==> src/rtl/accum_scheduler.sv <==
// -----------------------------------------------------------------------------
// accum_scheduler
//
// Sequences one block of samples into an external free-running accumulator.
// The accumulator registers acc_out <= acc_reset ? 0 : acc_out + acc_in on every
// clock. This block chooses what it adds and when it clears. When len samples
// have been accepted, the block presents the registered sum on result.
//
// Ports
//   clk           : clock, rising edge
//   reset         : asynchronous, active-low reset
//   start, len    : request a block of len samples (sampled only in IDLE)
//   abort         : abandon the current block (ACCUM or DONE)
//   in_data/in_valid/in_ready : sample stream from the upstream source
//   acc_reset     : synchronous clear to the accumulator (active high)
//   acc_in        : addend to the accumulator
//   acc_out       : registered accumulator value
//   result/result_valid/result_ready : completed block sum to downstream
//   busy          : high in ACCUM or DONE
//   count         : samples accepted in the current block
//   state_dbg     : current FSM state (IDLE=0, ACCUM=1, DONE=2)
//
// Handshake rule (both streams): a transfer happens on a rising edge where
// valid and ready are both high. A producer holding valid keeps its data stable
// until that edge. result stays stable while result_valid is high and
// result_ready is low.
// -----------------------------------------------------------------------------
module accum_scheduler #(
    parameter int WIDTH = 32,
    parameter int CNT_W = 16
) (
    input  logic             clk,
    input  logic             reset,
    input  logic             start,
    input  logic [CNT_W-1:0] len,
    input  logic             abort,
    input  logic [WIDTH-1:0] in_data,
    input  logic             in_valid,
    output logic             in_ready,
    output logic             acc_reset,
    output logic [WIDTH-1:0] acc_in,
    input  logic [WIDTH-1:0] acc_out,
    output logic [WIDTH-1:0] result,
    output logic             result_valid,
    input  logic             result_ready,
    output logic             busy,
    output logic [CNT_W-1:0] count,
    output logic [1:0]       state_dbg
);

    localparam logic [1:0] IDLE  = 2'd0;
    localparam logic [1:0] ACCUM = 2'd1;
    localparam logic [1:0] DONE  = 2'd2;

    logic [1:0]       state;
    logic [CNT_W-1:0] len_q;
    logic [CNT_W-1:0] count_inc;
    logic             accept;

    assign state_dbg = state;
    assign count_inc = count + CNT_W'(1);
    // in_ready is high for the whole of ACCUM, so the valid input alone decides acceptance.
    assign accept    = (state == ACCUM) && in_valid;

    always_ff @(posedge clk or negedge reset) begin
        if (!reset) begin
            state <= IDLE;
            len_q <= '0;
            count <= '0;
        end else begin
            case (state)
                IDLE: begin
                    if (start) begin
                        len_q <= len;
                        count <= '0;
                        // A zero-length block has nothing to add. The accumulator
                        // was cleared throughout IDLE, so DONE presents 0.
                        state <= (len == '0) ? DONE : ACCUM;
                    end
                end
                ACCUM: begin
                    if (abort) begin
                        state <= IDLE;
                    end else if (accept) begin
                        count <= count_inc;
                        // The final sample goes into the accumulator on this same
                        // edge, so acc_out holds the full sum from the first DONE cycle.
                        if (count_inc == len_q) begin
                            state <= DONE;
                        end
                    end
                end
                DONE: begin
                    if (abort || result_ready) begin
                        state <= IDLE;
                    end
                end
                default: state <= IDLE;
            endcase
        end
    end

    // Outputs decode the state only, so an asynchronous reset forces the idle
    // values at once, without waiting for a clock edge.
    always_comb begin
        acc_reset    = 1'b0;
        acc_in       = '0;
        in_ready     = 1'b0;
        result       = '0;
        result_valid = 1'b0;
        busy         = 1'b0;
        case (state)
            IDLE: begin
                acc_reset = 1'b1;
            end
            ACCUM: begin
                in_ready = 1'b1;
                busy     = 1'b1;
                // Add zero on idle cycles so that a gap never repeats a sample.
                if (in_valid) begin
                    acc_in = in_data;
                end
            end
            DONE: begin
                result_valid = 1'b1;
                busy         = 1'b1;
                result       = acc_out;
            end
            default: begin
                acc_reset = 1'b1;
            end
        endcase
    end

endmodule

==> config.mk <==
export PLATFORM = sky130hd
export DESIGN_NAME = accum_scheduler
export DESIGN_NICKNAME = d
export VERILOG_FILES = /design/src/rtl/accum_scheduler.sv
export SDC_FILE = /design/constraint.sdc
export NUM_CORES = 1
export LEC_CHECK = 0
export BUFFER_PORTS_ARGS = -buffer_cell sky130_fd_sc_hd__buf_2
export CAP_MARGIN = 15
export CORE_ASPECT_RATIO = 2
export CORE_MARGIN = 2
export CORE_UTILIZATION = 46
export CTS_CLUSTER_SIZE = 28
export DETAILED_ROUTE_END_ITERATION = 6
export GPL_ROUTABILITY_DRIVEN = 0
export PLACE_DENSITY = 0.91
export SETUP_SLACK_MARGIN = 0.02
export SYNTH_ARGS = -nofsm -noshare
export SYNTH_HDL_FRONTEND = slang
export SYNTH_SLANG_ARGS = --single-unit
==> constraint.sdc <==
create_clock -name clk -period 4.75 [get_ports clk]
set_input_delay 0.7125 -clock clk [delete_from_list [all_inputs] [get_ports clk]]
set_output_delay 0.7125 -clock clk [all_outputs]
set_load 0.03 [all_outputs]
* Word-level counts from Yosys, hierarchy flattened *
Cells that the tools add are included.

cells by class
  add/subtract/negate cells = 1
  $mul = 0
  divide/modulo/power cells = 0
  $lt $le $gt $ge = 0
  equal/unequal tests = 9
  shift operators = 0
  multiplexer cells = 18
  bitwise gates (word level) = 0
  reduce and logical (&&, ||, !) cells = 9

operators with widths
  operator                                                                 number
  32-bit two-way mux                                                       3
  16-bit two-way mux                                                       3
  16-bit case mux with 2 select lines                                      1
  16-bit by 1-bit adder with 16-bit output, second input constant          1
  16-bit equality test                                                     1
  16-bit logical NOT                                                       1
  2-bit two-way mux                                                        6
  2-bit inequality test, second input constant                             4
  4-bit AND reduction                                                      2
  2-bit case mux with 3 select lines                                       1
  1-bit two-way mux                                                        4
  3-bit by 2-bit inequality test with 1-bit output, second input constant  1
  3-bit inequality test, second input constant                             1
  2-bit by 1-bit equality test with 1-bit output, second input constant    1
  2-bit equality test, second input constant                               1
  2-bit logical NOT                                                        1
  2-bit AND reduction                                                      1
  2-bit nonzero test                                                       1
  2-bit OR reduction                                                       1
  1-bit logical AND                                                        1
  1-bit logical OR                                                         1

storage, ports and cells
  register bits after elaboration = 34
  bits in latches = 0
  RAM bits = 0
  memory bits (read-only) = 0
  input port bits = 86
  output and inout port bits = 86
  memories = 0

* Logic depth before layout (Yosys ltp) *
Gate-level depths: netlist of run 1.

  depth in word-level cells = 6
  mapped depth = 10

* Least setup slack after synthesis of run 1 *
Ideal clock, no wire load.

  path kind = register -> register
  start = register count[0]
  end = register state[1] (netlist: state_dbg[1])
  library setup time = 125 ps
  arrival time = 2524 ps
  required time = 4625 ps
  setup slack = 2101 ps
  cell stages (with the launch flop) = 9
  clock period less this slack = 2649 ps
  path through = dfrtp_1 -> ha_1 -> clkbuf_1 -> nand3_1 -> xnor2_1 -> a211oi_2 -> nand4_1 -> o41ai_4 -> mux2_4

between the ends
  word-level cells in the longest chain between the ends = 4

RTL lines
  element                                                            line  text
  start: declaration                                                 47    output logic [CNT_W-1:0] count,
  start signal: assignment                                           85    count <= count_inc;
  16-bit by 1-bit adder with 16-bit output                           61    assign count_inc = count + CNT_W'(1);
  16-bit equality test                                               88    if (count_inc == len_q) begin
  3-bit by 2-bit inequality test with 1-bit output (no source line)  --
  4-bit AND reduction (no source line)                               --
  end signal: assignment                                             78    state <= (len == '0) ? DONE : ACCUM;
  end: declaration                                                   55    logic [1:0] state;

No other way between the ends.
A chain may end at the register's enable or synchronous reset.

* Final worst setup path of run 1 *
  start = register state[1] (netlist: state_dbg[1])
  end = output acc_in[19]

between the ends
  word-level cells in the longest chain between the ends = 2

RTL lines
  element                                         line  text
  2-bit by 1-bit equality test with 1-bit output  112   case (state)
  32-bit two-way mux                              112
  end: declaration                                41    output logic [WIDTH-1:0] acc_in,

No other way between the ends.

==> impl_metrics.json, run 1 <==
{
  "status": "complete, no violations",
  "final_area_sq_um": 3482,
  "numCtsBuffers": 5,
  "relSlewSlack_pct": 40.87,
  "slew_viol_final": 0,
  "clock-sinks": 34,
  "ys_seq_area_share_pct": 33.43,
  "setup.worst_path.end_class": "primary output",
  "crit_buf_inv": 2,
  "wirelength_um": 9322,
  "die_height_um": 109.2,
  "crit_type": "reg -> out",
  "via_per_inst": 5.752,
  "layout.cells.non_filler": 509,
  "hp-class": "in -> async",
  "avgSynthCellArea_sq_um": 8.806,
  "drc": 0,
  "hold_viol": 0,
  "nNetsFinal": 538,
  "async_flop_share_pct": 100.0,
  "synth_ff_type": "dfrtp_1",
  "core-area_sq_um": 5373,
  "cts.path.max_buffers": 2,
  "htreeDepth": 2,
  "die_w_um": 56.60,
  "dieArea_sq_um": 6180,
  "slowest_delay_ps": 740,
  "tightest_slew_ps": 886.9,
  "cts_root_buf": "clkbuf_8",
  "cp.required_ps": 4040,
  "antenna_found_initial": 0,
  "worstRegToRegCells": 7,
  "portBuffers": 171,
  "startpoint": "state_dbg[1]",
  "cts-resized-gates": 0,
  "rsz0062_at_grt": "false",
  "yosys_warnings": 0,
  "place_area_sq_um": 3391,
  "cp.arrival_ps": 2090,
  "start_kind": "flip-flop",
  "grt_pass1_vias": 2775,
  "synth-edff-count": 0,
  "initial_core_util_pct": 47.37,
  "cts_tree": "built",
  "finalClockSkew_ps": 10.04,
  "diodes": 0,
  "clock_latency_ps": 290,
  "holdBufCountCts": 0,
  "worstReg2RegStart": "state_dbg[1]",
  "leakagePower_nw": 1.971,
  "grt_pass1_wl_um": 14140,
  "fin_util_pct": 64.81,
  "ys_seq_elements": 34,
  "r2r_end": "count[12]",
  "final.min_clock_period_ps": 2798,
  "track_usage_pct": 30.13,
  "area_delta_synth_final_pct": 36.82,
  "ios": 172,
  "dp.cells": 501,
  "vdd_drop_max_v": 0.0004069,
  "post_drt_wl_per_cell_um": 18.31,
  "dpl.hpwl_um": 7468,
  "grt_max_degree": 38,
  "layout_common_cells": "buf_2, and3_1, dfrtp_1",
  "cap_violations": 0,
  "vias": 2928,
  "yosysUniqueCellTypes": 44,
  "postCtsSetupRepairBufs": 0,
  "fin_tns_setup_ps": 0,
  "drt_iter0_drc": 126,
  "syn_inst": 289,
  "drive_gt1_share_pct": 45.21,
  "rows": 38,
  "cp_cell_sequence": "inv_1 > ha_1 > and3_1 > buf_2",
  "rrSetupSlack_ps": 2060,
  "synth_area_sq_um": 2545,
  "drtAntennaViolNets": 0,
  "powerDensity_nw_per_um2": 477.0,
  "clk_pin_slew_ps": 80,
  "firstDrtPassIters": 5,
  "max_clock_freq_mhz": 357.3,
  "synth_fp_nets": 379,
  "fillCellCount": 464,
  "setup_violations": 0,
  "cp_max_fo": 37,
  "fin_crit_sh_pct": 58.92,
  "critical-path-slowest-cell": "ha_1",
  "layout_commonest_cell": "buf_2",
  "critPathTopFamily": "adder cells",
  "overflow": 0
}
[per-layer routing]
metal	vias up	share of wire, %	GRT usage (%)
li1	1346	-	-
met3	40	10	6.880
met4	0	5.1	16.67
met1	1338	33	32.21
met2	204	52	53.49
met5	-	0	0
[final cells by class]
type	count	area (sq um)	share of cell area (%)
Sequential cell	34	850.8	24.43
Tap cell	60	75.07	2.156
Clock buffer	7	86.33	2.479
Inverter	6	22.52	0.6468
Multi-Input combinational cell	229	1579	45.35
Timing Repair Buffer	172	863.3	24.79
Clock inverter	1	5.005	0.1437
[stage by stage]
stage	power [mW]	hold WS (ps)	setup WS (ps)
finish	1.661	492.0	1952
global route	1.752	549.1	1778
CTS	1.657	512.0	1962
detailed placement	1.427	524.3	2130
global placement	1.393	506.0	2209
floorplan	1.149	416.9	2101
[state kept, by name (all words and copies together), names as in the netlist]
register	flops
state_dbg	2
len_q	16
count	16
[worst register-to-register path, cell delays in order, from the launching register on]
cell and delay [ps]:
dfrtp_1 410, inv_1 90, ha_1 740, nand2_1 220, or3_1 670, a21oi_1 270, o21ai_0 100, o21ai_0 100
[cells in the mapped netlist, types with 2 or more instances]
master / instances / area share [%]
mux2i_1: 2 / 0.79
nor4_1: 7 / 1.7
dfrtp_1: 34 / 33
clkbuf_1: 16 / 2.4
and2_1: 33 / 8.1
buf_6: 2 / 0.88
nand4_1: 5 / 1.2
nand4b_1: 2 / 0.69
a21oi_1: 7 / 1.4
a31oi_1: 2 / 0.49
and3_1: 35 / 8.6
or3b_2: 2 / 0.69
xor2_1: 8 / 2.8
and4_1: 2 / 0.69
ha_1: 4 / 2.0
nand3_1: 11 / 2.2
or3_1: 2 / 0.49
o31ai_1: 4 / 1.2
inv_1: 6 / 0.88
buf_2: 2 / 0.39
mux2_2: 16 / 7.1
xnor2_1: 13 / 4.5
nor2b_1: 2 / 0.49
a21o_1: 2 / 0.59
o21ai_0: 25 / 4.9
nor3_1: 3 / 0.59
o22ai_1: 2 / 0.49
nand2_1: 15 / 2.2
nor2_1: 10 / 1.5
[worst max path at each step]
stage	end	cells after the start
global route	result[6]	4
floorplan	state_dbg[1]	8
global placement	state_dbg[1]	7
detailed placement	state_dbg[1]	7
finish	acc_in[19]	4
CTS	acc_in[19]	4
[cells by family after synthesis]
logic type | Yosys count | synth area share, %
muxes | 19 | 8.456
buffers and inverters | 26 | 4.523
DFF | 34 | 33.43
adders and majority gates | 4 | 1.967
and+or+nand+nor | 135 | 31.27
AOI/OAI and AO/OA | 49 | 12.24
xor gates and xnor gates | 22 | 8.112
[power breakdown]
part | internal (mW) | switching, mW
logic | 0.366 | 0.602
clock network | 0.117 | 0.109
registers | 0.374 | 0.0924
total | 0.858 | 0.803
No activity file was read; power rests on OpenSTA's default activity.
==> inputs of run 2 (changes only) <==
ABC_AREA = 1   (was not set)
CORE_UTILIZATION = 43   (was 46)
PLACE_DENSITY = 0.85   (was 0.91)
clock period = 2.58 ns   (was 4.75 ns; I/O delays follow)
==> run 2 against run 1 <==
  * Clock power increased to 2.7 times the previous value
  * Setup slack worse by 1500 ps
  * Core utilization is 3.5 points lower
  * Via count up 12%
  * Hold slack worse by 320 ps
  * Die area is 13% higher
  * Non-clock buffer count is 3 higher
  * Clock skew shrank 6.2 ps
  * Total power rose by 77%
  * Routed wire length decreased by 7.0%
  * Critical path type unchanged
==> impl_metrics.json, run 2 <==
{
  "status": "complete, no violations",
  "powerDensity_nw_per_um2": 773.6,
  "start_kind": "flip-flop",
  "fin_tns_setup_ps": 0,
  "clk_pin_slew_ps": 50,
  "dieArea_sq_um": 6995,
  "antenna_found_initial": 0,
  "ys_seq_elements": 34,
  "synth_ff_type": "dfrtp_1",
  "max_clock_freq_mhz": 478.9,
  "nNetsFinal": 709,
  "final_area_sq_um": 3807,
  "post_drt_wl_per_cell_um": 12.28,
  "drtAntennaViolNets": 0,
  "final.min_clock_period_ps": 2088,
  "ys_seq_area_share_pct": 31.38,
  "htreeDepth": 2,
  "cts.path.max_buffers": 2,
  "yosysUniqueCellTypes": 25,
  "yosys_warnings": 0,
  "synth_area_sq_um": 2711,
  "slowest_delay_ps": 420,
  "grt_max_degree": 35,
  "core-area_sq_um": 6207,
  "numCtsBuffers": 5,
  "grt_pass1_vias": 2948,
  "grt_pass1_wl_um": 13130,
  "cp_max_fo": 33,
  "layout_common_cells": "buf_2, nand2_1, inv_1",
  "cp_cell_sequence": "inv_1 > ha_1 > buf_4 > nand2_1 > inv_1 > buf_2",
  "cts_root_buf": "clkbuf_16",
  "setup_violations": 0,
  "clock_latency_ps": 270,
  "synth.most_common_cell": "nand2_1",
  "relSlewSlack_pct": 43.56,
  "rows": 41,
  "crit_type": "reg -> out",
  "layout_commonest_cell": "buf_2",
  "dpl.hpwl_um": 7104,
  "postCtsSetupRepairBufs": 0,
  "drt_iter0_drc": 229,
  "initial_core_util_pct": 43.68,
  "critical-path-slowest-cell": "dfrtp_1",
  "diodes": 0,
  "ios": 172,
  "hold_viol": 0,
  "async_flop_share_pct": 100.0,
  "firstDrtPassIters": 4,
  "die_w_um": 60.15,
  "hp-class": "in -> async",
  "synth_area_leaders": "dfrtp_1, nand2_1, inv_1",
  "fillCellCount": 574,
  "crit_path_frequent_cell": "inv_1",
  "rsz0062_at_grt": "false",
  "avgSynthCellArea_sq_um": 6.039,
  "slew_viol_final": 0,
  "vias": 3284,
  "syn_inst": 449,
  "portBuffers": 171,
  "crit_buf_inv": 4,
  "fin_util_pct": 61.34,
  "place_area_sq_um": 3656,
  "synth_top_area_share_pct": 31.38,
  "cp.required_ps": 2190,
  "clock-sinks": 34,
  "leakagePower_nw": 2.544,
  "cap_violations": 0,
  "critPathTopFamily": "buffers and inverters",
  "fin_crit_sh_pct": 80.94,
  "synth_fp_nets": 539,
  "tightest_slew_ps": 844.5,
  "track_usage_pct": 24.41,
  "area_delta_synth_final_pct": 40.42,
  "die_height_um": 116.3,
  "setup.worst_path.end_class": "primary output",
  "drc": 0,
  "wirelength_um": 8673,
  "cts_tree": "built",
  "vdd_drop_max_v": 0.0006416,
  "overflow": 0,
  "synth_common_cells": "nand2_1, inv_1, nor2_1",
  "cts-resized-gates": 0,
  "holdBufCountCts": 0,
  "synth-edff-count": 0,
  "finalClockSkew_ps": 3.806,
  "yosysTopAreaCell": "dfrtp_1",
  "drive_gt1_share_pct": 33.71,
  "via_per_inst": 4.652,
  "cp.arrival_ps": 1700
}
## run 2: cells by family (layout without fill, tap and decap cells)
logic type / after synthesis / in the layout / synth area share, %
DFF: 34 / 34 / 31.38
xor gates and xnor gates: 2 / 2 / 0.6462
buffers and inverters: 129 / 300 / 18.00
adders and majority gates: 4 / 4 / 1.846
AOI/OAI and AO/OA: 41 / 41 / 8.307
and+or+nand+nor: 239 / 239 / 39.82
## run 2: worst paths after layout
| kind | start | to | slack [ps] | cells past startpoint |
|---|---|---|---|---|
| hold / removal | reset | len_q[13] | 180 | 1 |
| hold reg to reg | len_q[12] | len_q[12] | 510 | 2 |
| setup / recovery | state_dbg[0] | result[16] | 490 | 6 |
| min in group clk | len[9] | len_q[9] | 390 | 3 |
| max in group asynchronous | reset | count[7] | 1930 | 1 |
| setup reg to reg | count[1] | state_dbg[0] | 620 | 11 |
## run 2: area by class of cell
| class | instances | area (sq um) | area share (%) |
|---|---|---|---|
| Clock buffer | 6 | 138.9 | 3.648 |
| Inverter | 117 | 439.2 | 11.53 |
| Sequential cell | 34 | 850.8 | 22.35 |
| Tap cell | 86 | 107.6 | 2.826 |
| Multi-Input combinational cell | 286 | 1373 | 36.05 |
| Timing Repair Buffer | 175 | 885.9 | 23.27 |
| Clock inverter | 2 | 12.51 | 0.3286 |
## run 2: where the power goes
| group | switching, mW | internal [mW] |
|---|---|---|
| logic | 1.05 | 0.466 |
| registers | 0.145 | 0.679 |
| clock network | 0.221 | 0.382 |
| total | 1.42 | 1.53 |
## run 2: per-layer routing
layer  share of wire [%]  vias up  GRT usage [%]
met1                  37     1445          27.39
met5                   0        -              0
met3                 7.4        6          4.983
met2                  54      150          45.51
met4                 1.2        0          5.481
li1                    -     1683              -
## run 2: worst reg2reg max path, stage by stage (launching register included)
cell	delay, ps
dfrtp_1	410
ha_1	260
nand2_2	100
nor2_4	170
nand2_2	130
o21ai_2	150
and2_1	180
nor2_1	50
nor2_1	120
nand3_2	110
nand3_1	110
nand2_1	70
## run 2: stage by stage
stage	total power, mW	std cells	setup slack, ps	hold WS [ps]
floorplan	1.862	449	363.4	91.41
global placement	2.313	698	766.6	495.7
detailed placement	2.337	698	671.7	500.9
CTS	2.945	706	484.9	213.9
global route	3.159	706	310.4	245.9
finish	2.946	706	491.8	176.0
